$ cat config.mk
export PLATFORM = sky130hd
export DESIGN_NAME = regfile_writer
export DESIGN_NICKNAME = d
export VERILOG_FILES = /design/src/rtl/regfile_writer.sv
export SDC_FILE = /design/constraint.sdc
export NUM_CORES = 1
export LEC_CHECK = 0
export BUFFER_PORTS_ARGS = -buffer_cell sky130_fd_sc_hd__buf_2
export CAP_MARGIN = 40
export CORE_UTILIZATION = 49
export DETAILED_ROUTE_END_ITERATION = 16
export PLACE_DENSITY = 0.84
export SLEW_MARGIN = 25
export SYNTH_ARGS = -nofsm -noshare
export SYNTH_HDL_FRONTEND = slang
export SYNTH_SLANG_ARGS = --single-unit
export TNS_END_PERCENT = 50
$ cat constraint.sdc
create_clock -name clk -period 2.47 [get_ports clk]
set_input_delay 0.494 -clock clk [delete_from_list [all_inputs] [get_ports clk]]
set_output_delay 0.494 -clock clk [all_outputs]
set_load 0.03 [all_outputs]
$ cat src/rtl/regfile_writer.sv
// Write-port arbiter for the 32x32 register file: single-cycle pipeline results win,
// long-latency results queue in a 2-entry FIFO, and a scoreboard flags pending sources.
module regfile_writer (
    input  logic        clk,
    input  logic        rst,
    input  logic        pipe_wen,
    input  logic [4:0]  pipe_num,
    input  logic [31:0] pipe_data,
    input  logic        lu_valid,
    input  logic [4:0]  lu_num,
    input  logic [31:0] lu_data,
    output logic        lu_ready,
    input  logic        issue_en,
    input  logic [4:0]  issue_num,
    input  logic [4:0]  read1_num,
    input  logic [4:0]  read2_num,
    output logic        read1_busy,
    output logic        read2_busy,
    output logic [4:0]  write_num,
    output logic [31:0] write_data,
    output logic        write_en
);
    localparam int DEPTH = 2;

    logic [4:0]  fifo_num_reg  [DEPTH];
    logic [31:0] fifo_data_reg [DEPTH];
    logic        rd_ptr_reg;
    logic        wr_ptr_reg;
    logic [1:0]  count_reg;
    logic [31:0] pending_reg;
    logic [31:0] pending_next;

    logic        pipe_active;
    logic        fifo_accept;
    logic        fifo_push;
    logic        fifo_pop;
    logic [4:0]  head_num;
    logic [31:0] head_data;

    assign pipe_active = pipe_wen && (pipe_num != 5'd0);
    assign lu_ready    = (count_reg != 2'd2);
    // r0 results complete the handshake but are dropped instead of stored.
    assign fifo_accept = lu_valid && lu_ready;
    assign fifo_push   = fifo_accept && (lu_num != 5'd0);
    assign fifo_pop    = (count_reg != 2'd0) && !pipe_active;
    assign head_num    = fifo_num_reg[rd_ptr_reg];
    assign head_data   = fifo_data_reg[rd_ptr_reg];

    always_comb begin
        write_en   = 1'b0;
        write_num  = 5'd0;
        write_data = 32'd0;
        if (!rst) begin
            if (pipe_active) begin
                write_en   = 1'b1;
                write_num  = pipe_num;
                write_data = pipe_data;
            end else if (count_reg != 2'd0) begin
                write_en   = 1'b1;
                write_num  = head_num;
                write_data = head_data;
            end
        end
    end

    generate
        for (genvar gi = 0; gi < DEPTH; gi++) begin : g_entry
            always_ff @(posedge clk) begin
                if (fifo_push && (wr_ptr_reg == 1'(gi))) begin
                    fifo_num_reg[gi]  <= lu_num;
                    fifo_data_reg[gi] <= lu_data;
                end
            end
        end
    endgenerate

    always_ff @(posedge clk or posedge rst) begin
        if (rst) begin
            rd_ptr_reg <= 1'b0;
            wr_ptr_reg <= 1'b0;
            count_reg  <= 2'd0;
        end else begin
            if (fifo_push) wr_ptr_reg <= ~wr_ptr_reg;
            if (fifo_pop)  rd_ptr_reg <= ~rd_ptr_reg;
            case ({fifo_push, fifo_pop})
                2'b10:   count_reg <= count_reg + 2'd1;
                2'b01:   count_reg <= count_reg - 2'd1;
                default: count_reg <= count_reg;
            endcase
        end
    end

    // Clear before set so a same-cycle re-issue of the popped register stays pending.
    always_comb begin
        pending_next = pending_reg;
        if (fifo_pop)
            pending_next[head_num] = 1'b0;
        if (issue_en && (issue_num != 5'd0))
            pending_next[issue_num] = 1'b1;
        pending_next[0] = 1'b0;
    end

    always_ff @(posedge clk or posedge rst) begin
        if (rst)
            pending_reg <= 32'd0;
        else
            pending_reg <= pending_next;
    end

    assign read1_busy = pending_reg[read1_num];
    assign read2_busy = pending_reg[read2_num];
endmodule
==> out/metrics.cfg, run 1 <==
[timing]
setup_viol = 38
worst_pin_slew_ns = 1.018
final.period_utilization_pct = 105.1
finalHoldViolCount = 0
fin_hold_ws_ns = 0.3358
grt_setup_unrepaired = true
fin_crit_ns = 2.595
finClkSkew_ns = 0.009394
relSlewSlack_pct = 32.13
timing.final.max_slew_violations = 0
layout_setup_ws_ns = -0.1254
fmax_mhz = 385.3

[placed_design]
place_ws_ns = -0.1503
io_buffers = 134
dp.final_hpwl_um = 9700
gp_congestion = 0.8850
dpl_cell_area_um2 = 6472
place_inst = 755

[routing]
avgRoutedWirePerCell_um = 20.72
dr.pass1.iters = 6
drc = 0
vias = 4818
viasPerCell = 6.177
drtIter0Drc = 416
antenna_left = 0
routed_wl_um = 16160

[synth]
syn_area_per_cell_um2 = 11.15
syn_inst = 502
synth.distinct_cells = 38
synth_seq_area_share_pct = 55.37
synth_warnings = 0
syn-cell-area_um2 = 5595
yosys-top-cells-area = edfxtp_1, dfrtp_1, mux2_2, nand2_1, o41ai_1
syn_nets = 597
ys_ff_latch = 109
synth_area_leader_cell = edfxtp_1
synth.top_cell.area_share_pct = 39.71

[critical_path]
max_stage_delay_ns = 0.55
cp.depth = 8
cp_num_buf_inv = 4
worstPathMaxFanout = 8
r2r_cells = 5
crit_path_end_kind = output port
cp_common_cell = buf_12
startpoint_type = input port
path_class = input port to output port
path_cells = buf_6 -> or4_4 -> o21ai_4 -> buf_12 -> buf_12 -> a32oi_1 -> nor2_1 -> buf_4
worst_ep_arrival_time_ns = 2.10
cp_top_family = simple AND/OR/NAND/NOR gates
slowest_stage = or4_4
cp.required_ns = 1.98

[floorplan]
die-area_um2 = 11850
core_area_um2 = 10980
die_y_um = 108.9
std_cell_rows = 38
die_w_um = 108.9
ios = 135
initial_utilization_pct = 50.95

[power_and_ir_drop]
p_per_area_nw_per_um2 = 1010
p_leak_nw = 2.974
finalPower_w = 0.007508
vdd_drop_max_uv = 650.1

[layout]
design_area_um2 = 7432
num_antenna_cells = 0
area_growth_pct = 32.83
stdcell_count = 780
nets = 730
drive_gt1_share_pct = 42.03
largest_register_ff_count = 64

[run_status]
failed_checks = negative setup slack
status = complete, but fails checks

[global_routing]
grt_max_degree = 43
grt_pass1_vias = 4380
antenna_found_initial = 0
grt_first_pass_wirelength_um = 21600
grt_usage_pct = 24.35
grt.overflow.total = 0

[clock_network]
clkTransAtPathRegs_ns = 0.07
cts_tree = built
numCtsBuffers = 9
cts_buffer_depth = 2
clk_latency_ns = 0.35
root_buffer = clkbuf_16
clock-sinks = 109
cts_max_level = 3

[hold_path]
min_path_type = input port to flip-flop
hold_depth = 1

[flow_run]
drv_cap = 0

-- routing by layer --
layer	up-vias	track usage [%]	part of all wire [%]
li1	2157	-	-
met5	-	0	0
met2	268	41.46	51
met4	0	12.93	3.2
met3	46	4.363	7.4
met1	2347	29.34	38
-- area by class of cell --
class,count,area (um2)
flip-flops and latches,109,3098
clock inverters,6,78.83
well taps,140,175.2
multi-input cells,351,2574
inverters,8,30.03
repair buffers,156,1247
clock buffers,10,229.0
fillers,775,3551
-- cell usage after synthesis --
master     instances
o221ai_1           3
nand2b_1           9
nor3b_1            1
xnor2_1            3
a211oi_1           2
nand2_1           95
edfxtp_1          74
buf_2              5
and2_0             1
o211ai_1           3
ha_1               1
nor2_1            17
nor2b_1            6
mux2_2            37
o21ai_1            3
or4_1              3
o21a_1             1
o41ai_1           27
a32oi_1            3
a22oi_1            4
nand3_1           46
inv_1              8
nor3_1             2
buf_6              4
mux4_2             6
xor2_1             2
nand4_1            2
or2_2              1
mux2i_1           22
o21ai_0            2
nand4b_1           1
buf_1              4
nor4_4             1
a21oi_1           42
dfrtp_1           35
o2111ai_1          2
clkbuf_1          21
or3_1              3
-- where the power goes --
group	switching [W]	total, W	leakage [nW]	internal (W)
Clock	0.000618	0.00150	0.154	0.000880
Combinational	0.00182	0.00313	1.72	0.00131
Sequential	0.000335	0.00288	1.10	0.00254
Total	0.00278	0.00751	2.97	0.00473
-- what timing repair did --
action,in CTS,in global routing
hold buffers,0,0
pin swaps,16,31
buffers inserted,1,1
gates resized for setup,43,82
setup endpoints to repair,37,38
gates cloned,1,7
-- logic make-up (layout without fill, tap and decap cells) --
family,after synthesis,after routing,share of synthesized area [%]
and+or+nand+nor,188,188,15.34
DFF,109,109,55.37
AOI/OAI and AO/OA,92,92,11.02
muxes,65,65,13.80
buffers and inverters,42,180,3.466
xor gates and xnor gates,5,5,0.7828
adders and majority gates,1,1,0.2236
-- worst paths after layout --
kind,to,slack [ns],startpoint
min reg2reg,pending_reg[16]$_DFF_PP0_,0.54,pending_reg[16]$_DFF_PP0_
min in group asynchronous,count_reg[1]$_DFFE_PP0P_,0.52,rst
max reg2reg,pending_reg[17]$_DFF_PP0_,0.33,rd_ptr_reg$_DFFE_PP0N_
min,fifo_data_reg[0][22]$_DFFE_PP_,0.34,lu_data[22]
max,write_num[4],-0.13,pipe_num[0]
max in group asynchronous,pending_reg[15]$_DFF_PP0_,1.29,rst
-- worst reg2reg max path: cells and delay by family, from the launching register on --
| kind | cells | cell delay (ns) |
|---|---|---|
| AND/OR/NAND/NOR | 2 | 0.57 |
| multiplexers | 1 | 0.48 |
| flip-flops | 1 | 0.44 |
| AO/OA/AOI/OAI | 1 | 0.33 |
| buffers and inverters | 1 | 0.21 |
-- per-stage QoR --
step	utilization, %	setup TNS [ns]
CTS	63.20	-2.814
global route	67.67	-3.886
floorplan	-	-44.31
global placement	58.57	-1.369
finish	67.67	-2.727
detailed placement	58.93	-2.356
-- cell usage in the layout, fill, tap and decap left out, drive strengths merged, types with 17 or more instances in the layout --
cell / count
a21oi: 42
buf: 151
dfrtp: 35
edfxtp: 74
mux2: 37
mux2i: 22
nand2: 95
nand3: 46
nor2: 17
o41ai: 27
Note: power is estimated with default switching activity, not from simulation.
==> run 2, diff against run 1 <==
CORE_ASPECT_RATIO = 1.5   (was unset)
CORE_UTILIZATION = 48   (was 49)
PLACE_DENSITY = 0.83   (was 0.84)
==> run 2 against run 1 <==
The run still ends with negative setup slack left. Utilization shrank 3.9 points. Total power shrank 4.5%. Die area grew 2.1%. Critical path depth is the same. Sequential share of layout area grew 1.8 points. Sequential cell count is the same. Final cell count grew 0.38%. Count of clock-buffer cells in the layout is the same. Largest cell class unchanged. Highest routed layer unchanged.
==> out/metrics.cfg, run 2 (same netlist as run 1, synthesis figures left out) <==
[routing]
vias = 4768  ; was 4818
routed_wl_um = 15660  ; was 16160 um
antenna_left = 0  ; unchanged
dr.pass1.iters = 5  ; was 6
viasPerCell = 6.089  ; was 6.177
drc = 0  ; unchanged
avgRoutedWirePerCell_um = 20.00  ; was 20.72 um
drtIter0Drc = 411  ; was 416

[critical_path]
startpoint_type = input port  ; unchanged
cp_num_buf_inv = 4  ; unchanged
max_stage_delay_ns = 0.55  ; about the same
crit_path_end_kind = output port  ; unchanged
reg2reg_slack_ns = 0.34  ; was 0.33 ns
slowest_stage = or4_4  ; unchanged
path_class = input port to output port  ; unchanged
worstPathMaxFanout = 6  ; was 8
cp_top_family = simple AND/OR/NAND/NOR gates  ; unchanged
path_cells = buf_6 -> or4_4 -> o21ai_4 -> buf_12 -> clkbuf_16 -> a32oi_1 -> nor2_1 -> buf_4  ; was buf_6 -> or4_4 -> o21ai_4 -> buf_12 -> buf_12 -> a32oi_1 -> nor2_1 -> buf_4
worst_ep_arrival_time_ns = 2.08  ; was 2.10 ns
cp.required_ns = 1.98  ; about the same

[timing]
layout_setup_ws_ns = -0.1083  ; was -0.1254 ns
final.period_utilization_pct = 104.4  ; was 105.1%
fmax_mhz = 387.8  ; was 385.3 MHz
finClkSkew_ns = 0.01104  ; was 0.009394 ns
grt_setup_unrepaired = true  ; unchanged
setup_viol = 37  ; was 38
relSlewSlack_pct = 40.30  ; was 32.13%
fin_crit_ns = 2.578  ; was 2.595 ns
timing.final.max_slew_violations = 0  ; unchanged
setup_tns_ns = -1.936  ; was -2.727 ns
finalHoldViolCount = 0  ; unchanged
worst_pin_slew_ns = 0.8954  ; was 1.018 ns

[floorplan]
die-area_um2 = 12100  ; was 11850 um2
core_area_um2 = 11170  ; was 10980 um2
initial_utilization_pct = 50.08  ; was 50.95%
std_cell_rows = 47  ; was 38
die_w_um = 90.16  ; was 108.9 um
die_y_um = 134.2  ; was 108.9 um
ios = 135  ; unchanged

[hold_path]
min_path_type = input port to flip-flop  ; unchanged

[placed_design]
place_ws_ns = -0.1392  ; was -0.1503 ns
dp.final_hpwl_um = 10320  ; was 9700 um
io_buffers = 134  ; unchanged
dpl_cell_area_um2 = 6455  ; was 6472 um2
gp_congestion = 0.8803  ; was 0.8850

[clock_network]
cts_max_level = 3  ; unchanged
clock-sinks = 109  ; unchanged
cts_hold_buf = 0  ; unchanged
numCtsBuffers = 9  ; unchanged
clkTransAtPathRegs_ns = 0.08  ; was 0.07 ns
cts_tree = built  ; unchanged
clk_latency_ns = 0.35  ; about the same
cts_buffer_depth = 2  ; unchanged
root_buffer = clkbuf_16  ; unchanged

[layout]
drive_gt1_share_pct = 37.58  ; was 42.03%
largest_register_ff_count = 64  ; unchanged
layout_common_cells = nand2_1, buf_2, edfxtp_1  ; unchanged
num_antenna_cells = 0  ; unchanged
design_area_um2 = 7128  ; was 7432 um2
nets = 726  ; was 730
final_common_cell = nand2_1  ; unchanged
area_growth_pct = 27.39  ; was 32.83%

[global_routing]
grt_max_degree = 48  ; was 43
grt_usage_pct = 25.07  ; was 24.35%
grt_first_pass_wirelength_um = 23810  ; was 21600 um
grt_pass1_vias = 4893  ; was 4380
antenna_found_initial = 0  ; unchanged
grt.overflow.total = 0  ; unchanged

[power_and_ir_drop]
vdd_drop_max_uv = 641.3  ; was 650.1 uV
p_leak_nw = 2.877  ; was 2.974 nW
p_per_area_nw_per_um2 = 1006  ; was 1010 nW/um2
finalPower_w = 0.007171  ; was 0.007508 W

[run_status]
failed_checks = negative setup slack  ; unchanged
status = complete, but fails checks  ; unchanged

[flow_run]
drv_cap = 0  ; unchanged

## run 2: metrics by stage
step | hold slack (ns) | std cells | utilization [%]
floorplan | 0.4681 | 502 | -
global placement | 0.4957 | 758 | 57.41
detailed placement | 0.5149 | 760 | 57.77
CTS | 0.3218 | 778 | 61.74
global route | 0.3139 | 783 | 63.80
finish | 0.3250 | 783 | 63.80
## run 2: layout make-up
cell class              count  area (um2)
inverters                   8       30.03
well taps                 147       183.9
clock inverters             6       57.56
flip-flops and latches    109        3102
repair buffers            152        1096
fillers                   851        4045
clock buffers              10       229.0
multi-input cells         351        2430
## run 2: timing repair
item                                    4_1_cts  5_1_grt
hold endpoints to repair                      0        0
pin swaps                                    17       16
gates resized for setup                      42       38
endpoints found under the setup margin       37       38
cloned                                        1        4
setup buffers                                 1        2
## run 2: final timing paths
| kind | startpoint | endpoint | cells past startpoint |
|---|---|---|---|
| min | lu_data[7] | fifo_data_reg[0][7]$_DFFE_PP_ | 1 |
| max reg2reg | rd_ptr_reg$_DFFE_PP0N_ | pending_reg[6]$_DFF_PP0_ | 4 |
| min in group asynchronous | rst | pending_reg[25]$_DFF_PP0_ | 3 |
| max | pipe_num[3] | write_num[1] | 8 |
| max in group asynchronous | rst | rd_ptr_reg$_DFFE_PP0N_ | 3 |
| min reg2reg | pending_reg[8]$_DFF_PP0_ | pending_reg[8]$_DFF_PP0_ | 2 |
## run 2: layer usage
layer  vias up  wire, um  GRT usage (%)
met5         -         0              0
met4         0       805          13.89
met3        68      1140          4.308
met2       290      8330          46.82
met1      2274      5385          26.53
li1       2136         -              -
## run 2: power breakdown
part / total (W) / switching, W / leakage (nW) / internal [W]
clock: 0.00138 / 0.000677 / 0.141 / 0.000706
combinational: 0.00285 / 0.00165 / 1.64 / 0.00120
sequential: 0.00294 / 0.000391 / 1.09 / 0.00255
total: 0.00717 / 0.00272 / 2.88 / 0.00445
